`src/rtl/reorder_buffer.sv`:
```
// reorder_buffer: in-order retirement buffer for the out-of-order core.
//
// Allocates one entry per dispatched instruction and returns its id as the
// rename tag. Results arrive on the RS and LS common data buses. Entries retire
// from the head in program order to the register file and the load/store
// buffer. A mispredicted jump commits normally, and then flushes the whole
// buffer.
//
// Ports
//   clk, rst_n                    clock, asynchronous active-low reset
//   rdy                           global ready; low freezes all state
//   ena_from_dsp + entry fields   allocate one entry at the tail
//   rob_id_to_dsp                 id the next allocation receives (comb)
//   full_to_if                    fetch stall (comb)
//   Q1/Q2_from_dsp                readiness query tags
//   Q1/Q2_ready_to_dsp            query result ready (comb)
//   ready_data1/2_to_dsp          query result data (comb)
//   *_rs_cdb, *_ls_cdb            result writeback buses
//   commit_*_to_reg               registered retirement write
//   commit_*_to_lsb               registered store release
//   rollback_flag_to_all          registered flush pulse
//   rollback_pc_to_if             redirect target, valid while the flag is high
module reorder_buffer #(
  parameter int ROB_SIZE = 16,
  parameter int ID_W     = 5
) (
  input  logic            clk,
  input  logic            rst_n,
  input  logic            rdy,
  input  logic            ena_from_dsp,
  input  logic [4:0]      rd_from_dsp,
  input  logic            is_jump_from_dsp,
  input  logic            predicted_jump_from_dsp,
  input  logic [31:0]     pc_from_dsp,
  input  logic [31:0]     rollback_pc_from_dsp,
  output logic [ID_W-1:0] rob_id_to_dsp,
  output logic            full_to_if,
  input  logic [ID_W-1:0] Q1_from_dsp,
  input  logic [ID_W-1:0] Q2_from_dsp,
  output logic            Q1_ready_to_dsp,
  output logic            Q2_ready_to_dsp,
  output logic [31:0]     ready_data1_to_dsp,
  output logic [31:0]     ready_data2_to_dsp,
  input  logic            valid_from_rs_cdb,
  input  logic [ID_W-1:0] rob_id_from_rs_cdb,
  input  logic [31:0]     result_from_rs_cdb,
  input  logic            valid_from_ls_cdb,
  input  logic [ID_W-1:0] rob_id_from_ls_cdb,
  input  logic [31:0]     result_from_ls_cdb,
  output logic            commit_ena_to_reg,
  output logic [4:0]      commit_rd_to_reg,
  output logic [31:0]     commit_data_to_reg,
  output logic [ID_W-1:0] commit_rob_id_to_reg,
  output logic            commit_ena_to_lsb,
  output logic [ID_W-1:0] commit_rob_id_to_lsb,
  output logic            rollback_flag_to_all,
  output logic [31:0]     rollback_pc_to_if
);

  localparam int CNT_W = $clog2(ROB_SIZE + 1);
  localparam logic [ID_W-1:0]  FIRST_ID = ID_W'(1);
  localparam logic [ID_W-1:0]  LAST_ID  = ID_W'(ROB_SIZE);
  localparam logic [CNT_W-1:0] FULL_THR = CNT_W'(ROB_SIZE - 2);

  // Slot 0 exists only so that id 0 and out-of-range ids can index the
  // arrays; it is never allocated, so its busy bit stays 0.
  logic [ROB_SIZE:0] busy;
  logic [ROB_SIZE:0] ready;
  logic [ROB_SIZE:0] is_jump;
  logic [ROB_SIZE:0] pred_jump;
  logic [4:0]        rd_q    [0:ROB_SIZE];
  logic [31:0]       data_q  [0:ROB_SIZE];
  logic [31:0]       pc_q    [0:ROB_SIZE];
  logic [31:0]       rbpc_q  [0:ROB_SIZE];

  logic [ID_W-1:0]  head;
  logic [ID_W-1:0]  tail;
  logic [CNT_W-1:0] count;
  // Tracks the flush separately from the output pulse. The pulse drops when
  // rdy is low, but the flush must still happen on the next rdy cycle.
  logic             flush_pend;

  function automatic logic id_ok(input logic [ID_W-1:0] id);
    return (id != '0) && (id <= LAST_ID);
  endfunction

  function automatic logic [ID_W-1:0] idx_of(input logic [ID_W-1:0] id);
    return id_ok(id) ? id : '0;
  endfunction

  function automatic logic [ID_W-1:0] next_id(input logic [ID_W-1:0] id);
    return (id == LAST_ID) ? FIRST_ID : id + FIRST_ID;
  endfunction

  logic [ID_W-1:0] q1_idx, q2_idx, rs_idx, ls_idx;
  logic            active, do_alloc, rs_wr, ls_wr;
  logic            head_commit, mispredict;
  logic [31:0]     commit_value;

  always_comb begin
    q1_idx = idx_of(Q1_from_dsp);
    q2_idx = idx_of(Q2_from_dsp);
    rs_idx = idx_of(rob_id_from_rs_cdb);
    ls_idx = idx_of(rob_id_from_ls_cdb);

    // Nothing is accepted in the cycle the flush is pending.
    active   = rdy && !flush_pend;
    do_alloc = active && ena_from_dsp;
    rs_wr    = active && valid_from_rs_cdb && busy[rs_idx];
    ls_wr    = active && valid_from_ls_cdb && busy[ls_idx];

    head_commit  = active && busy[head] && ready[head];
    // For jumps the RS result bit 0 is the actual taken outcome.
    mispredict   = is_jump[head] && (data_q[head][0] != pred_jump[head]);
    commit_value = is_jump[head] ? pc_q[head] + 32'd4 : data_q[head];
  end

  // Queries look at registered state only.
  assign Q1_ready_to_dsp    = busy[q1_idx] && ready[q1_idx];
  assign Q2_ready_to_dsp    = busy[q2_idx] && ready[q2_idx];
  assign ready_data1_to_dsp = Q1_ready_to_dsp ? data_q[q1_idx] : 32'd0;
  assign ready_data2_to_dsp = Q2_ready_to_dsp ? data_q[q2_idx] : 32'd0;

  assign rob_id_to_dsp = tail;
  assign full_to_if    = (count >= FULL_THR);

  // Entry payload, without reset; it is only read while the entry is busy.
  always_ff @(posedge clk) begin
    if (ls_wr) data_q[ls_idx] <= result_from_ls_cdb;
    if (rs_wr) data_q[rs_idx] <= result_from_rs_cdb;
    if (do_alloc) begin
      rd_q[tail]      <= rd_from_dsp;
      is_jump[tail]   <= is_jump_from_dsp;
      pred_jump[tail] <= predicted_jump_from_dsp;
      pc_q[tail]      <= pc_from_dsp;
      rbpc_q[tail]    <= rollback_pc_from_dsp;
    end
  end

  // Control state and registered outputs.
  always_ff @(posedge clk or negedge rst_n) begin
    if (!rst_n) begin
      busy                 <= '0;
      ready                <= '0;
      head                 <= FIRST_ID;
      tail                 <= FIRST_ID;
      count                <= '0;
      flush_pend           <= 1'b0;
      commit_ena_to_reg    <= 1'b0;
      commit_rd_to_reg     <= '0;
      commit_data_to_reg   <= '0;
      commit_rob_id_to_reg <= '0;
      commit_ena_to_lsb    <= 1'b0;
      commit_rob_id_to_lsb <= '0;
      rollback_flag_to_all <= 1'b0;
      rollback_pc_to_if    <= '0;
    end else if (!rdy) begin
      commit_ena_to_reg    <= 1'b0;
      commit_ena_to_lsb    <= 1'b0;
      rollback_flag_to_all <= 1'b0;
    end else if (flush_pend) begin
      busy                 <= '0;
      head                 <= FIRST_ID;
      tail                 <= FIRST_ID;
      count                <= '0;
      flush_pend           <= 1'b0;
      commit_ena_to_reg    <= 1'b0;
      commit_ena_to_lsb    <= 1'b0;
      rollback_flag_to_all <= 1'b0;
    end else begin
      commit_ena_to_reg    <= 1'b0;
      commit_ena_to_lsb    <= 1'b0;
      rollback_flag_to_all <= 1'b0;

      // RS is written last, so it wins if both buses name the same id.
      if (ls_wr) ready[ls_idx] <= 1'b1;
      if (rs_wr) ready[rs_idx] <= 1'b1;

      if (head_commit) begin
        busy[head]           <= 1'b0;
        head                 <= next_id(head);
        commit_ena_to_reg    <= 1'b1;
        commit_rd_to_reg     <= rd_q[head];
        commit_data_to_reg   <= commit_value;
        commit_rob_id_to_reg <= head;
        commit_ena_to_lsb    <= 1'b1;
        commit_rob_id_to_lsb <= head;
        if (mispredict) begin
          rollback_flag_to_all <= 1'b1;
          rollback_pc_to_if    <= rbpc_q[head];
          flush_pend           <= 1'b1;
        end
      end

      // The allocation comes after the commit, so that a slot freed in this
      // cycle ends up busy again.
      if (do_alloc) begin
        busy[tail]  <= 1'b1;
        ready[tail] <= 1'b0;
        tail        <= next_id(tail);
      end

      case ({do_alloc, head_commit})
        2'b10:   count <= count + CNT_W'(1);
        2'b01:   count <= count - CNT_W'(1);
        default: count <= count;
      endcase
    end
  end

endmodule

```
`config.mk`:
```
export PLATFORM = sky130hd
export DESIGN_NAME = reorder_buffer
export DESIGN_NICKNAME = d
export VERILOG_FILES = /design/src/rtl/reorder_buffer.sv
export SDC_FILE = /design/constraint.sdc
export NUM_CORES = 2
export LEC_CHECK = 0
export CAP_MARGIN = 10
export CORE_UTILIZATION = 55
export CTS_CLUSTER_SIZE = 8
export DETAILED_ROUTE_END_ITERATION = 8
export GPL_TIMING_DRIVEN = 1
export PLACE_DENSITY = 0.72
export SYNTH_ARGS = -nofsm -noshare
export SYNTH_HDL_FRONTEND = slang
export SYNTH_SLANG_ARGS = --single-unit
```
`constraint.sdc`:
```
create_clock -name clk -period 6.65 [get_ports clk]
set_input_delay 1.33 -clock clk [delete_from_list [all_inputs] [get_ports clk]]
set_output_delay 1.33 -clock clk [all_outputs]
set_load 0.1 [all_outputs]
```
==> flow_summary.json <==
{
  "gr-total-overflow": 0,
  "post-route-period-util_pct": 98.43,
  "synth_area_leaders": "edfxtp_1, mux4_2, mux2_2",
  "finalHoldViolCount": 0,
  "ys_seq_area_share_pct": 61.69,
  "dr.pass1.iters": 9,
  "fill_cells": 11186,
  "layout-drive-gt1-share_pct": 26.63,
  "final_cell_mix": "edfxtp_1, mux2_2, mux2i_1, nand2_1, mux4_2",
  "root_buffer": "clkbuf_16",
  "port_buffers": 314,
  "final_max_slew_viol_count": 0,
  "worst_hold_path_type": "in -> async",
  "yosys.area.top_type": "edfxtp_1",
  "r2r_setup_slack_ns": 1.52,
  "synth_edf_count": 1751,
  "grt_pass1_vias": 61420,
  "cp_slowest_stage_delay_ns": 0.63,
  "syn_avg_cell_area_sq_um": 15.10,
  "syn_nets": 6161,
  "arrival_ns": 5.22,
  "grt_max_degree": 131,
  "core_sq_um": 163000,
  "clock-sinks": 1877,
  "endpoint_kind": "output port",
  "synth.distinct_cells": 84,
  "drt-total-wl_um": 302100,
  "path_class": "in -> out",
  "die-area_sq_um": 165900,
  "ys.flop_type": "edfxtp_1",
  "register_area_sq_um": 55750,
  "ctsHtreeMaxLevel": 5,
  "dr.first_iter.drc_count": 8512,
  "crit_buf_inv": 3,
  "syn-cell-area_sq_um": 90360,
  "p_leak_nw": 35.41,
  "holdBufCountCts": 0,
  "dp_slack_ns": 0.09753,
  "routed-via-count": 61501,
  "async_flop_share_pct": 6.713,
  "drc_errors": 16,
  "clk_latency_ns": 0.95,
  "finish.utilization_pct": 64.79,
  "multi_input_area_sq_um": 33150,
  "cts_buffers": 284,
  "synth_top_cell_area_share_pct": 58.19,
  "cpMaxStageDelayCell": "a21oi_1",
  "clock_path_buffers": 4,
  "startpoint_type": "primary input",
  "clock_skew_ns": 0.07684,
  "reg.largest.list": "data_q (544), pc_q (544), rbpc_q (544)",
  "rows": 148,
  "timing.fmax_mhz": 152.8,
  "finalNetCount": 6420,
  "grt_pass1_wl_um": 431000,
  "gp_congestion": 0.9291,
  "cts_tree": "done",
  "cts.clk_slew.worst_paths_ns": 0.05,
  "status": "complete, but fails checks",
  "layout_min_cycle_time_ns": 6.546,
  "relSlewSlack_pct": 10.28,
  "setup_viol": 0,
  "ir_drop_mv": 0.5236,
  "netlist_instances": 5985,
  "powerDensity_nw_per_um2": 391.3,
  "wire_per_inst_um": 35.28,
  "worstPathCellList": "clkdlybuf4s50_1 > nor4_1 > ha_4 > nor2b_4 > buf_12 > mux2i_1 > a221oi_1 > nor3_1 > nor3_1 > a21oi_1 > nor2b_4 > buf_12",
  "fp.dieW_um": 407.3,
  "cp_top_family": "buffers and inverters",
  "max-cap-violations": 0,
  "tightest_slew_ns": 1.342,
  "antenna_found_initial": 37,
  "crit_fanout": 106,
  "io_pins": 315,
  "dp_hpwl_um": 167900,
  "die_h_um": 407.3,
  "required_ns": 5.32,
  "synth_warnings": 0,
  "layout_commonest_cell": "edfxtp_1",
  "grt_usage_pct": 35.95,
  "worst_slack_ns": 0.1041,
  "violations": "DRC",
  "ant_nets": 0,
  "ys_ff_latch": 1877,
  "viasPerCell": 7.182,
  "syn_to_final_growth_pct": 16.84,
  "rsz0062_at_grt": "no",
  "start_util_pct": 55.45
}
==> report_power, final <==
part           switching [W]  internal [W]
Sequential          0.000739        0.0137
Combinational        0.00904       0.00494
Clock                0.00499       0.00790
==> synth_stat cells (15+ instances only) <==
cell type and n:
nand2_1 370, o22ai_1 80, buf_2 83, mux2_2 603, nand3_1 49, nand2b_1 23, inv_1 28, nor2_1 150
mux2i_1 435, nor3_1 140, edfxtp_1 1751, nor2b_1 176, mux4_2 348, buf_4 21, a221oi_1 143, a21oi_1 181
clkbuf_1 372, o21ai_0 143, a211oi_1 134, a31oi_1 145, mux4_1 21, buf_1 54, a22oi_1 133, ha_1 15
dfrtp_1 124
==> timing repair <==
action                                  CTS  global route
resized for setup                         0             1
buffers inserted                          0             2
endpoints found under the setup margin    0            32
==> final timing paths <==
path | from | to | depth (start not counted)
max in group asynchronous | rst_n | commit_data_to_reg[7]$_DFFE_PN0P_ | 2
min in group clk | commit_data_to_reg[6]$_DFFE_PN0P_ | commit_data_to_reg[6]$_DFFE_PN0P_ | 2
max reg2reg | head[0]$_DFFE_PN1P_ | rollback_pc_to_if[20]$_DFFE_PN0P_ | 7
min reg2reg | commit_data_to_reg[6]$_DFFE_PN0P_ | commit_data_to_reg[6]$_DFFE_PN0P_ | 2
min | rst_n | rollback_pc_to_if[8]$_DFFE_PN0P_ | 1
max | Q1_from_dsp[3] | ready_data1_to_dsp[28] | 12
==> area by class of cell <==
cell class | instances | area share, %
diodes | 19 | 0.04504
clock buffers | 404 | 7.299
clock inverters | 7 | 0.08296
inverters | 31 | 0.1221
multi-input cells | 3534 | 31.40
flip-flops and latches | 1877 | 52.81
well taps | 2175 | 2.578
repair buffers | 516 | 5.664
==> per-stage QoR <==
step	total power, W	cell area, sq um	instances	TNS (ns)	hold slack (ns)
after floorplan	0.02357	90820	5985	-0.6717	0.4687
final	0.04131	105600	8563	0	0.4178
after detailed placement	0.02822	97680	8130	0	0.4787
after global placement	0.02808	97680	8130	0	0.4676
after CTS	0.04109	105500	8541	0	0.4105
after global routing	0.04238	105500	8553	0	0.4378
==> kinds of logic (layout without fill, tap and decap cells) <==
family                     after synthesis  after routing  share of synthesized area [%]
adders and majority gates               15             15                         0.2077
and+or+nand+nor                       1004           1004                          5.370
other                                    0             19                              0
AOI/OAI and AO/OA                     1078           1078                          8.063
buffers and inverters                  574            958                          2.742
xor gates and xnor gates                22             22                         0.2132
muxes                                 1415           1415                          21.72
DFF                                   1877           1877                          61.69
==> layer usage <==
metal	vias to the layer above	global-route usage [%]	share of wire (%)
met5	-	0	0.072
met4	34	19.74	6.1
met3	1156	11.55	14
met2	4885	55.08	46
met1	30855	45.53	35
li1	24571	-	-
(Power assumes the default switching activity.)
